<file path="src/rtl/vga_timing_pkg.sv">
// Shared timing constants, parameter record and helpers for the VGA timing generator.
// Defaults describe the 784x510 camera-locked VGA raster.
package vga_timing_pkg;

  localparam int unsigned VGA_PIX_DIV      = 2;
  localparam int unsigned VGA_H_TOTAL      = 784;
  localparam int unsigned VGA_H_SYNC       = 96;
  localparam int unsigned VGA_H_VIS_START  = 134;
  localparam int unsigned VGA_H_VIS        = 642;
  localparam int unsigned VGA_V_TOTAL      = 510;
  localparam int unsigned VGA_V_SYNC_START = 500;
  localparam int unsigned VGA_V_SYNC       = 2;
  localparam int unsigned VGA_V_VIS_START  = 17;
  localparam int unsigned VGA_V_VIS        = 481;
  localparam int unsigned VGA_H_W          = 10;
  localparam int unsigned VGA_V_W          = 9;

  typedef struct packed {
    int unsigned pix_div;
    int unsigned h_total;
    int unsigned h_sync;
    int unsigned h_vis_start;
    int unsigned h_vis;
    int unsigned v_total;
    int unsigned v_sync_start;
    int unsigned v_sync;
    int unsigned v_vis_start;
    int unsigned v_vis;
  } vga_timing_t;

  function automatic int unsigned clog2(input int unsigned value);
    int unsigned result;
    int unsigned rem;
    result = 0;
    rem    = (value > 0) ? value - 1 : 0;
    while (rem > 0) begin
      result++;
      rem = rem >> 1;
    end
    return result;
  endfunction

endpackage

</file>
<file path="src/rtl/vga_axis_counter.sv">
// Generic wrapping counter for one raster axis: counts 0..TOTAL-1 on en_i,
// synchronous clear wins over counting, wrap_o flags the enabled terminal count.
module vga_axis_counter
  import vga_timing_pkg::*;
#(
  parameter int unsigned W     = VGA_H_W,
  parameter int unsigned TOTAL = VGA_H_TOTAL
) (
  input  logic         clk_i,
  input  logic         rst_i,
  input  logic         en_i,
  input  logic         clr_i,
  output logic [W-1:0] cnt_o,
  output logic         wrap_o
);

  logic [W-1:0] cnt_q, cnt_d;

  always_comb begin
    wrap_o = en_i && (cnt_q == W'(TOTAL - 1));
    cnt_d  = cnt_q;
    if (clr_i) begin
      cnt_d = '0;
    end else if (wrap_o) begin
      cnt_d = '0;
    end else if (en_i) begin
      cnt_d = cnt_q + W'(1);
    end
  end

  always_ff @(posedge clk_i) begin
    if (rst_i) begin
      cnt_q <= '0;
    end else begin
      cnt_q <= cnt_d;
    end
  end

  assign cnt_o = cnt_q;

endmodule

</file>
<file path="src/rtl/vga_timing_gen.sv">
// Parametrised VGA raster timing: pixel divider, pixel/line counters and registered
// sync/visible strobes, optionally phase-locked to camera sync edges.
module vga_timing_gen
  import vga_timing_pkg::*;
#(
  parameter int unsigned PIX_DIV      = VGA_PIX_DIV,
  parameter int unsigned H_TOTAL      = VGA_H_TOTAL,
  parameter int unsigned H_SYNC       = VGA_H_SYNC,
  parameter int unsigned H_VIS_START  = VGA_H_VIS_START,
  parameter int unsigned H_VIS        = VGA_H_VIS,
  parameter int unsigned V_TOTAL      = VGA_V_TOTAL,
  parameter int unsigned V_SYNC_START = VGA_V_SYNC_START,
  parameter int unsigned V_SYNC       = VGA_V_SYNC,
  parameter int unsigned V_VIS_START  = VGA_V_VIS_START,
  parameter int unsigned V_VIS        = VGA_V_VIS,
  parameter logic        H_POL        = 1'b0,
  parameter logic        V_POL        = 1'b0,
  parameter int unsigned H_W          = VGA_H_W,
  parameter int unsigned V_W          = VGA_V_W
) (
  input  logic           CLK,
  input  logic           RST,
  input  logic           LockEn,
  input  logic           CamHsync_EDGE,
  input  logic           CamVsync_EDGE,
  output logic           PixEnb,
  output logic [H_W-1:0] PixCount,
  output logic [V_W-1:0] LineCount,
  output logic [H_W-1:0] VisX,
  output logic [V_W-1:0] VisY,
  output logic           Visible,
  output logic           Hsync,
  output logic           Vsync,
  output logic           HsyncEnd,
  output logic           FrameStart,
  output logic           OddFrame
);

  localparam vga_timing_t Cfg = '{
    pix_div:      PIX_DIV,
    h_total:      H_TOTAL,
    h_sync:       H_SYNC,
    h_vis_start:  H_VIS_START,
    h_vis:        H_VIS,
    v_total:      V_TOTAL,
    v_sync_start: V_SYNC_START,
    v_sync:       V_SYNC,
    v_vis_start:  V_VIS_START,
    v_vis:        V_VIS
  };
  localparam int unsigned DivW = (PIX_DIV > 1) ? clog2(PIX_DIV) : 1;

  logic [DivW-1:0] div_q, div_d;
  logic            hs_resync, vs_resync;
  logic            h_wrap, v_wrap, line_en;
  logic [H_W-1:0]  pix_cnt;
  logic [V_W-1:0]  line_cnt;
  logic            h_sync_act, v_sync_act, h_vis, v_vis;

  logic           hsync_q, hsync_d, vsync_q, vsync_d, visible_q, visible_d;
  logic [H_W-1:0] vis_x_q, vis_x_d;
  logic [V_W-1:0] vis_y_q, vis_y_d;
  logic           hsync_end_q, hsync_end_d, frame_start_q, frame_start_d;
  logic           odd_frame_q, odd_frame_d;

  assign hs_resync = LockEn & CamHsync_EDGE;
  assign vs_resync = LockEn & CamVsync_EDGE;
  assign PixEnb    = (div_q == DivW'(Cfg.pix_div - 1));
  // A camera line edge holds the line counter so the forced pixel clear never advances a line.
  assign line_en   = h_wrap & ~hs_resync;

  always_comb begin
    div_d = PixEnb ? '0 : div_q + DivW'(1);
    if (hs_resync) begin
      div_d = '0;
    end
  end

  vga_axis_counter #(
    .W     (H_W),
    .TOTAL (Cfg.h_total)
  ) u_h_cnt (
    .clk_i  (CLK),
    .rst_i  (RST),
    .en_i   (PixEnb),
    .clr_i  (hs_resync),
    .cnt_o  (pix_cnt),
    .wrap_o (h_wrap)
  );

  vga_axis_counter #(
    .W     (V_W),
    .TOTAL (Cfg.v_total)
  ) u_v_cnt (
    .clk_i  (CLK),
    .rst_i  (RST),
    .en_i   (line_en),
    .clr_i  (vs_resync),
    .cnt_o  (line_cnt),
    .wrap_o (v_wrap)
  );

  always_comb begin
    h_sync_act = 32'(pix_cnt) < Cfg.h_sync;
    v_sync_act = (32'(line_cnt) >= Cfg.v_sync_start) &&
                 (32'(line_cnt) < Cfg.v_sync_start + Cfg.v_sync);
    h_vis      = (32'(pix_cnt) >= Cfg.h_vis_start) &&
                 (32'(pix_cnt) < Cfg.h_vis_start + Cfg.h_vis);
    v_vis      = (32'(line_cnt) >= Cfg.v_vis_start) &&
                 (32'(line_cnt) < Cfg.v_vis_start + Cfg.v_vis);
  end

  always_comb begin
    hsync_d   = hsync_q;
    vsync_d   = vsync_q;
    visible_d = visible_q;
    vis_x_d   = vis_x_q;
    vis_y_d   = vis_y_q;
    if (PixEnb) begin
      hsync_d   = h_sync_act ? H_POL : ~H_POL;
      vsync_d   = v_sync_act ? V_POL : ~V_POL;
      visible_d = h_vis & v_vis;
      vis_x_d   = (h_vis & v_vis) ? pix_cnt - H_W'(Cfg.h_vis_start) : '0;
      vis_y_d   = (h_vis & v_vis) ? line_cnt - V_W'(Cfg.v_vis_start) : '0;
    end
    hsync_end_d   = PixEnb && (32'(pix_cnt) == Cfg.h_sync);
    frame_start_d = v_wrap & ~vs_resync;
    odd_frame_d   = odd_frame_q;
    if (vs_resync) begin
      odd_frame_d = 1'b1;
    end else if (v_wrap) begin
      odd_frame_d = ~odd_frame_q;
    end
  end

  always_ff @(posedge CLK) begin
    if (RST) begin
      div_q         <= '0;
      hsync_q       <= ~H_POL;
      vsync_q       <= ~V_POL;
      visible_q     <= 1'b0;
      vis_x_q       <= '0;
      vis_y_q       <= '0;
      hsync_end_q   <= 1'b0;
      frame_start_q <= 1'b0;
      odd_frame_q   <= 1'b1;
    end else begin
      div_q         <= div_d;
      hsync_q       <= hsync_d;
      vsync_q       <= vsync_d;
      visible_q     <= visible_d;
      vis_x_q       <= vis_x_d;
      vis_y_q       <= vis_y_d;
      hsync_end_q   <= hsync_end_d;
      frame_start_q <= frame_start_d;
      odd_frame_q   <= odd_frame_d;
    end
  end

  assign PixCount   = pix_cnt;
  assign LineCount  = line_cnt;
  assign VisX       = vis_x_q;
  assign VisY       = vis_y_q;
  assign Visible    = visible_q;
  assign Hsync      = hsync_q;
  assign Vsync      = vsync_q;
  assign HsyncEnd   = hsync_end_q;
  assign FrameStart = frame_start_q;
  assign OddFrame   = odd_frame_q;

endmodule
</file>
<file path="config.mk">
export PLATFORM = sky130hd
export DESIGN_NAME = vga_timing_gen
export DESIGN_NICKNAME = d
export VERILOG_FILES = /design/src/rtl/vga_timing_pkg.sv /design/src/rtl/vga_axis_counter.sv /design/src/rtl/vga_timing_gen.sv
export SDC_FILE = /design/constraint.sdc
export NUM_CORES = 1
export LEC_CHECK = 0
export CORE_MARGIN = 2
export CORE_UTILIZATION = 45
export CTS_CLUSTER_DIAMETER = 120
export DETAILED_ROUTE_END_ITERATION = 16
export GPL_TIMING_DRIVEN = 0
export PLACE_DENSITY = 0.74
export SLEW_MARGIN = 20
export SYNTH_ARGS = -nofsm -noshare
export SYNTH_HDL_FRONTEND = slang
export SYNTH_SLANG_ARGS = --single-unit
</file>
<file path="constraint.sdc">
create_clock -name CLK -period 6.29 [get_ports CLK]
set_input_delay 1.5725 -clock CLK [delete_from_list [all_inputs] [get_ports CLK]]
set_output_delay 1.5725 -clock CLK [all_outputs]
set_load 0.02 [all_outputs]
</file>
## Word-level counts from Yosys, hierarchy flattened

Index checks and enable logic that the tools add are counted.

| word-level totals | value |
|---|---|
| register bits after elaboration | 45 |
| output and inout port bits | 45 |

| operators by class | value |
|---|---|
| add/sub/neg operators | 5 |
| $lt $le $gt $ge | 7 |
| equal/unequal tests | 3 |
| multiplexer cells | 4 |
| bitwise operators | 8 |
| reduce and logical (&&, ||, !) cells | 10 |

Operator list:

| operator | number |
|---|---|
| $lt A9 B9 Y1 const B | 2 |
| $add A10 B1 Y10 const B | 1 |
| $eq A10 B10 Y1 const B | 1 |
| $eq A10 B7 Y1 const B | 1 |
| $ge A10 B8 Y1 const B | 1 |
| $lt A10 B10 Y1 const B | 1 |
| $lt A10 B7 Y1 const B | 1 |
| $mux W10 | 1 |
| $sub A10 B8 Y10 const B | 1 |
| $add A9 B1 Y9 const B | 1 |
| $eq A9 B9 Y1 const B | 1 |
| $ge A9 B5 Y1 const B | 1 |
| $ge A9 B9 Y1 const B | 1 |
| $mux W9 | 1 |
| $reduce_or A3 Y1 | 3 |
| $sub A9 B5 Y9 const B | 1 |
| $logic_and A1 B1 Y1 | 6 |
| $and A1 B1 Y1 | 5 |
| $not A1 Y1 | 3 |
| $mux W1 | 2 |
| $reduce_or A2 Y1 | 1 |
| $add A1 B1 Y1 const B | 1 |

## Logic depth before layout (Yosys ltp)

Gate-level depths: netlist of run 1.

| logic depth | value |
|---|---|
| depth in word-level cells | 5 |
| depth in mapped cells | 7 |
| depth with buffers taken out | 6 |

## Modules after synthesis

A second synthesis of run 1 with hierarchy kept.

| second synthesis, totals | value |
|---|---|
| cells, all modules | 257 |
| area total of the unflattened synthesis | 2353.5 um^2 |

Modules (own cells, without submodules):

| module | times used | cells each | area each (um^2) | seq. area each (um^2) |
|---|---|---|---|---|
| vga_timing_gen | 1 | 145 | 1368.8 | 520.5 |
| vga_axis_counter at u_v_cnt | 1 | 61 | 515.5 | 180.2 |
| vga_axis_counter at u_h_cnt | 1 | 51 | 469.2 | 200.2 |

## Worst setup path before layout of run 1

No wires, ideal clock.

| path | value |
|---|---|
| kind | input to register |
| from | input LockEn |
| to | register u_v_cnt.cnt_q[7], in the netlist u_v_cnt.cnt_o[7] |
| arrival time | 2.472 ns |
| path slack | 3.747 ns |
| stages on the path | 5 |
| cell sequence | nand2_1 -> and3_1 -> nand4_1 -> or3_1 -> a21oi_1 |

| on the way | value |
|---|---|
| word-level cells in the longest chain between the ends | 5 |

RTL lines:

| item | RTL line | text |
|---|---|---|
| from (decl) | vga_timing_gen.sv:23 | `input logic LockEn,` |
| $and A1 B1 Y1 | vga_timing_gen.sv:66 | `assign hs_resync = LockEn & CamHsync_EDGE;` |
| $not A1 Y1 | vga_timing_gen.sv:70 | `assign line_en = h_wrap & ~hs_resync;` |
| $and A1 B1 Y1 | vga_timing_gen.sv:70 |  |
| $logic_and A1 B1 Y1 | vga_axis_counter.sv:20 | `wrap_o = en_i && (cnt_q == W'(TOTAL - 1));` |
| $reduce_or A3 Y1 (no source line) | -- |  |
| to (signal assigned) | vga_axis_counter.sv:35 | `cnt_q <= cnt_d;` |
| to (decl) | vga_axis_counter.sv:17 | `logic [W-1:0] cnt_q, cnt_d;` |

Parallel ways exist; a longest one is shown, timed or not.
A chain may end at the register's enable or synchronous reset.

## Final worst setup path of run 1

| path | value |
|---|---|
| from | input RST |
| to | register vis_x_q[6], in the netlist VisX[6] |

RTL lines:

| item | RTL line | text |
|---|---|---|
| from (decl) | vga_timing_gen.sv:22 | `input logic RST,` |
| to (signal assigned) | vga_timing_gen.sv:152 | `vis_x_q <= vis_x_d;` |
| to (decl) | vga_timing_gen.sv:61 | `logic [H_W-1:0] vis_x_q, vis_x_d;` |

No word-level cell between the ends.

==> results of run 1 <==
-- registers in the layout, summed over array words and instances, names as in the netlist, 9 cells and up --
signal	cells
u_v_cnt.cnt_o	9
VisY	9
VisX	10
u_h_cnt.cnt_o	10
-- worst max-delay path, cell delays in order --
cell and delay, ns:
clkdlybuf4s50_1 0.56, clkbuf_1 0.40, clkbuf_1 0.51, o32ai_2 0.15
-- area by class of cell --
| cell class | instances | area, µm² | area share (%) |
|---|---|---|---|
| flip-flops and latches | 45 | 901 | 30.1 |
| multi-input cells | 187 | 1270 | 42.2 |
| repair buffers | 49 | 490 | 16.4 |
| inverters | 11 | 41.3 | 1.38 |
| well taps | 70 | 87.6 | 2.92 |
| plain buffers | 21 | 95.1 | 3.17 |
| clock inverters | 1 | 30.0 | 1.00 |
| clock buffers | 7 | 86.3 | 2.88 |
-- cells by family (layout without fill, tap and decap cells) --
| group | Yosys count | in the layout | share of synthesized area [%] |
|---|---|---|---|
| fa+ha+maj | 7 | 7 | 3.80 |
| flops | 45 | 45 | 39.1 |
| buf+inv | 32 | 89 | 5.92 |
| mux | 1 | 1 | 0.435 |
| xor+xnor | 28 | 28 | 10.6 |
| compound gates | 39 | 39 | 13.9 |
| simple gates | 112 | 112 | 26.2 |
-- power breakdown --
group	leakage [nW]	total [W]	internal, W	switching, W
registers	0.363	0.000289	0.000286	0.00000230
logic	0.596	0.0000328	0.0000130	0.0000198
clock network	0.0585	0.000226	0.000130	0.0000967
-- routing by layer --
metal / global-route usage [%] / routed length (µm) / up-vias
li1: - / - / 1029
met1: 25.2 / 2510 / 964
met2: 33.4 / 2600 / 46
met3: 4.10 / 232 / 9
met4: 8.77 / 95 / 0
met5: 0 / 0 / -
-- per-stage QoR --
stage / instances / total power, W / hold WS, ns / setup WS, ns / util, %
finish: 391 / 0.000548 / 0.484 / 3.24 / 59.8
floorplan: 264 / 0.000315 / 0.550 / 3.75 / -
detailed placement: 383 / 0.000328 / 0.473 / 2.96 / 57.5
global placement: 383 / 0.000327 / 0.468 / 2.97 / 57.5
CTS: 391 / 0.000552 / 0.485 / 3.25 / 59.8
global route: 391 / 0.000567 / 0.500 / 3.13 / 59.8
-- synthesized netlist by cell type --
library cell / count
o32ai_2: 3
or2_2: 1
a21boi_0: 1
nor4b_1: 1
a41oi_1: 1
buf_6: 2
inv_1: 11
a221oi_2: 1
nor3_1: 2
nand2b_1: 16
clkbuf_1: 18
o41ai_1: 1
nor4_1: 6
nand2_2: 1
a21oi_1: 4
a41o_1: 1
a211oi_1: 2
o32ai_1: 12
buf_2: 1
xnor2_1: 17
or3_1: 3
o21ai_0: 7
nand2_1: 18
nand3_1: 6
and4_1: 2
dfxtp_1: 45
mux2i_1: 1
nand4b_1: 1
xor2_1: 11
nor2b_1: 1
o22ai_1: 1
o31ai_1: 3
nand4bb_1: 1
nand3b_1: 2
ha_1: 7
or3b_2: 4
and3_1: 1
or4_4: 1
o21ba_1: 1
a21o_1: 1
nand4_1: 8
or4_1: 1
nor2_1: 33
nor3b_2: 1
and2_1: 2
-- worst paths after layout --
kind | from | endpoint | slack (ns) | depth (start not counted)
setup / recovery | RST | VisX[6] | 3.24 | 4
hold / removal | VisY[1] | VisY[1] | 0.48 | 2
setup reg to reg | u_h_cnt.cnt_o[4] | u_v_cnt.cnt_o[7] | 3.93 | 6
hold reg to reg | VisY[1] | VisY[1] | 0.48 | 2
==> results.md, run 1 <==
- Final TNS setup: 0 ns
- Clock sink count: 45
- Area Overhead vs Synth: 30.1%
- Worst min path class: reg -> reg
- IO Port Bufs: between 40 and 50
- Global route overflow: 0
- Max Transition Viols Final: 0
- Cell taking the most area after synthesis: dfxtp_1
- CTS tree: yes
- Critical path endpoint category: register
- Root buffer cell: clkbuf_8
- Worst Setup Path Type: in -> reg
- Max-slew headroom: between 60 and 70%
- Final setup fails: 0
- Via Count: between 2,000 and 2,500
- H-tree depth: 2
- FP Rows: 26
- Initial core utilization: a little under half
- First-pass GRT wire length: ~8700 µm
- Syn Nets: roughly 280
- Number of global-route vias before repair: 1,891
- Most frequent cells in the layout: 49 x clkdlybuf4s50_1, 45 x dfxtp_1, 33 x nor2_1
- Starting DRT DRC Count: 73
- Routed via count divided by cell count: ~5.2
- Max Cap Viol: 0
- Total CTS buffers: 5
- Core region area: ~0.005 mm²
- Diode count: 0
- Placed cell areas: 0.00288 mm²
- DRT antenna net count: 0
- Chip Width: between 70 and 80 µm
- Die height: around 76 µm
- Largest net degree at the start of global routing: 14
- Final Critical Period: 3.05 ns
- YS warnings: 0
- CTS clk-pin slew, worst paths: about 0.09 ns
- Die area: 0.00571 mm²
- Leakage: just over 1 nW
- Peak VDD IR: between 0.0001 and 0.00015 V
- CP startpoint kind: input port
- Share of cells above drive strength 1: around 6.9%
- Synthesized area per cell: a little under 9 µm²
- Worst EP arrival: approximately 3.2 ns
- Fin nets: between 300 and 400
- Post_cts resized: 0
- RSZ-0062 raised after global routing: no
- Initial antenna violation count: 0
- Remaining DRCs: 0
- Final HPWL DP: about 3900 µm
- Mapped Cells: approximately 260
- Filler Cell Count: between 400 and 500
- #FFs+latches synth: 45
- Post-Route WL: 5440 µm
- Mapped Area: between 0.002 and 0.0025 mm²
- CP Max Fanout: 10
- Most common cell after layout, fill and taps aside: clkdlybuf4s50_1
- Final worst-path cycle share: ~48%
- Req. time, crit path: approximately 6.5 ns
- Drt wl/cell: around 14 µm
- Cell area after layout: 0.00300 mm²
- Post-CTS Setup Bufs: 0
- Worst Tran Pin Value: approximately 0.58 ns
- Sequential area share after synthesis: 39.1%
- Final Hold Vio Count: 0
- Clock latency on the worst-skew pair: approximately 0.3 ns
- Top cell type's share of synthesized area: 39.1%
- Synth cell types: 45
- PwrDens: 183 mW/mm²
- Status: finished clean
- Clk buf depth: 2
- Final RePlAce weighted congestion: around 0.92
- CTS Hold Bufs: 0
- Area contributors post-synth: dfxtp_1 39%, xnor2_1 6.5%, nor2_1 5.4%
- Clk_skew: just over 0.009 ns
- I/O pin cnt: 50
- Gr usage total: 20.1%
- DR pass1 iterations: 4
- FMAX: ~330 MHz
(Power assumes the default switching activity.)
==> run 2, diff against run 1 <==
PLACE_DENSITY = 0.77   (was 0.74)
clock period = 2.6 ns   (was 6.29 ns; I/O delays follow)
==> run 2 against run 1 <==
Core utilization increased by 0.12 points. First-iteration DRC count rose by 41%. Cell count unchanged. Register-to-register slack worse by 3.6 ns. Critical path type is now reg -> reg. Setup slack got worse by 2.9 ns. Sequential power rose by 140%.
==> results.md, run 2 (same netlist as run 1, synthesis figures left out) <==
- Final TNS setup: 0 ns (unchanged)
- Max-slew headroom: 63.2% (was 61.1%)
- CTS Hold Bufs: 0 (unchanged)
- Worst EP arrival: 2.47 ns (was 3.21 ns)
- Core region area: 0.00501 mm² (unchanged)
- Diode count: 0 (unchanged)
- Initial core utilization: 46.0% (unchanged)
- Global route overflow: 0 (unchanged)
- Post-Route WL: 5580 µm (was 5440 µm)
- Max Transition Viols Final: 0 (unchanged)
- Max Cap Viol: 0 (unchanged)
- Final RePlAce weighted congestion: 0.947 (was 0.922)
- Worst Tran Pin Value: 0.552 ns (was 0.584 ns)
- Most common cell after layout, fill and taps aside: clkdlybuf4s50_1 (unchanged)
- Fin nets: 332 (unchanged)
- CP Max Fanout: 10 (unchanged)
- Share of cells above drive strength 1: 7.17% (was 6.85%)
- Final worst-path cycle share: approximately 87%
- Root buffer cell: clkbuf_8 (unchanged)
- I/O pin cnt: 50 (unchanged)
- CTS clk-pin slew, worst paths: 0.09 ns (about the same)
- Power Total: 0.00133 W (was 0.000548 W)
- Worst min path class: reg -> reg (unchanged)
- Die area: 0.00571 mm² (unchanged)
- Final setup fails: 0 (unchanged)
- Routed via count divided by cell count: 5.28 (was 5.24)
- Initial antenna violation count: 0 (unchanged)
- Clk buf depth: 2 (unchanged)
- Chip Width: 75.5 µm (unchanged)
- Drt wl/cell: 14.3 µm (was 13.9 µm)
- Clk_skew: 0.0103 ns (was 0.00911 ns)
- Final Critical Period: between 2 and 2.5 ns
- Final core utilization: 60.0% (was 59.8%)
- Total CTS buffers: 5 (unchanged)
- FP Rows: 26 (unchanged)
- Gr usage total: 21.2% (was 20.1%)
- Worst Setup Path Type: reg -> reg (was in -> reg)
- IO Port Bufs: 49 (unchanged)
- Final HPWL DP: 3960 µm (was 3910 µm)
- Via Count: 2,063 (was 2,048)
- First-pass GRT wire length: 9240 µm (was 8740 µm)
- CP startpoint kind: register (was input port)
- DR pass1 iterations: 4 (unchanged)
- Area Overhead vs Synth: 30.4% (was 30.1%)
- H-tree depth: 2 (unchanged)
- Final hold slack: 0.483 ns (was 0.484 ns)
- Leakage: 1.02 nW (about the same)
- Die height: 75.5 µm (unchanged)
- Clock latency on the worst-skew pair: 0.30 ns (about the same)
- PwrDens: 443 mW/mm² (was 183 mW/mm²)
- DP Cell Count: 383 (unchanged)
- Most frequent cells in the layout: 49 x clkdlybuf4s50_1, 45 x dfxtp_1, 33 x nor2_1 (unchanged)
- Largest net degree at the start of global routing: 14 (unchanged)
- Status: finished clean (unchanged)
- RSZ-0062 raised after global routing: no (unchanged)
- Layout Cells excl Fill: 391 (unchanged)
- Number of global-route vias before repair: 1,993 (was 1,891)
- Final Hold Vio Count: 0 (unchanged)
- CTS tree: yes (unchanged)
- Clock sink count: 45 (unchanged)
- DRT antenna net count: 0 (unchanged)
- Peak VDD IR: 0.000218 V (was 0.000121 V)
- Starting DRT DRC Count: 103 (was 73)
- FMAX: between 400 and 500 MHz
- Post-CTS Setup Bufs: 0 (unchanged)
- Remaining DRCs: 0 (unchanged)
- Req. time, crit path: 2.82 ns (was 6.45 ns)
- Critical path endpoint category: register (unchanged)
run 2: cell counts in the layout (fill, tap and decap cells not counted):
No cell type changed its count.
run 2: worst max-delay path: stages, from the launching register on:
cell and delay [ns]:
dfxtp_1 0.33, buf_6 0.14, or4_4 0.56, o21ba_1 0.21
a221oi_2 0.25, nand2_2 0.21, buf_6 0.20, o32ai_2 0.26
run 2: path summary, 6_finish.rpt:
path / start / to / slack (ns) / depth (start not counted)
worst min-delay path: VisY[0] / VisY[0] / 0.48 / 2
worst max-delay path: u_h_cnt.cnt_o[3] / VisX[6] / 0.35 / 7
worst min register to register: VisY[0] / VisY[0] / 0.48 / 2
worst max register to register: u_h_cnt.cnt_o[3] / VisX[6] / 0.35 / 7
run 2: power breakdown:
group / switching [W] / leakage [nW] / internal (W)
combinational: 0.0000466 / 0.598 / 0.0000314
clock: 0.000242 / 0.0585 / 0.000314
sequential: 0.00000555 / 0.363 / 0.000693
total: 0.000295 / 1.02 / 0.00104
run 2: routing by layer:
metal | routed length [µm] | GRT usage [%] | part of all wire, %
met5 | 0 | 0 | 0
met4 | 108 | 9.36 | 1.9
met3 | 278 | 4.10 | 5.0
met2 | 2650 | 34.2 | 47
met1 | 2550 | 27.7 | 46
run 2: area by class of cell:
cell class	instances	area [µm²]
fillers	467	2010
multi-input cells	187	1270
flip-flops and latches	45	901
repair buffers	49	490
plain buffers	21	95.1
well taps	70	87.6
clock buffers	7	86.3
inverters	11	41.3
clock inverters	1	30.0
run 2: stage by stage:
step / setup WS (ns) / area, µm²
5_1_grt: 0.201 / 3000
3_3_place_gp: 0.217 / 2880
2_1_floorplan: 0.502 / 2300
6_report: 0.349 / 3000
3_5_place_dp: 0.185 / 2880
4_1_cts: 0.205 / 3000
run 2: repair_timing:
item / 4_1_cts / 5_1_grt
setup endpoints to repair: 0 / 1
hold endpoints to repair: 0 / 0
resized for setup: 0 / 1
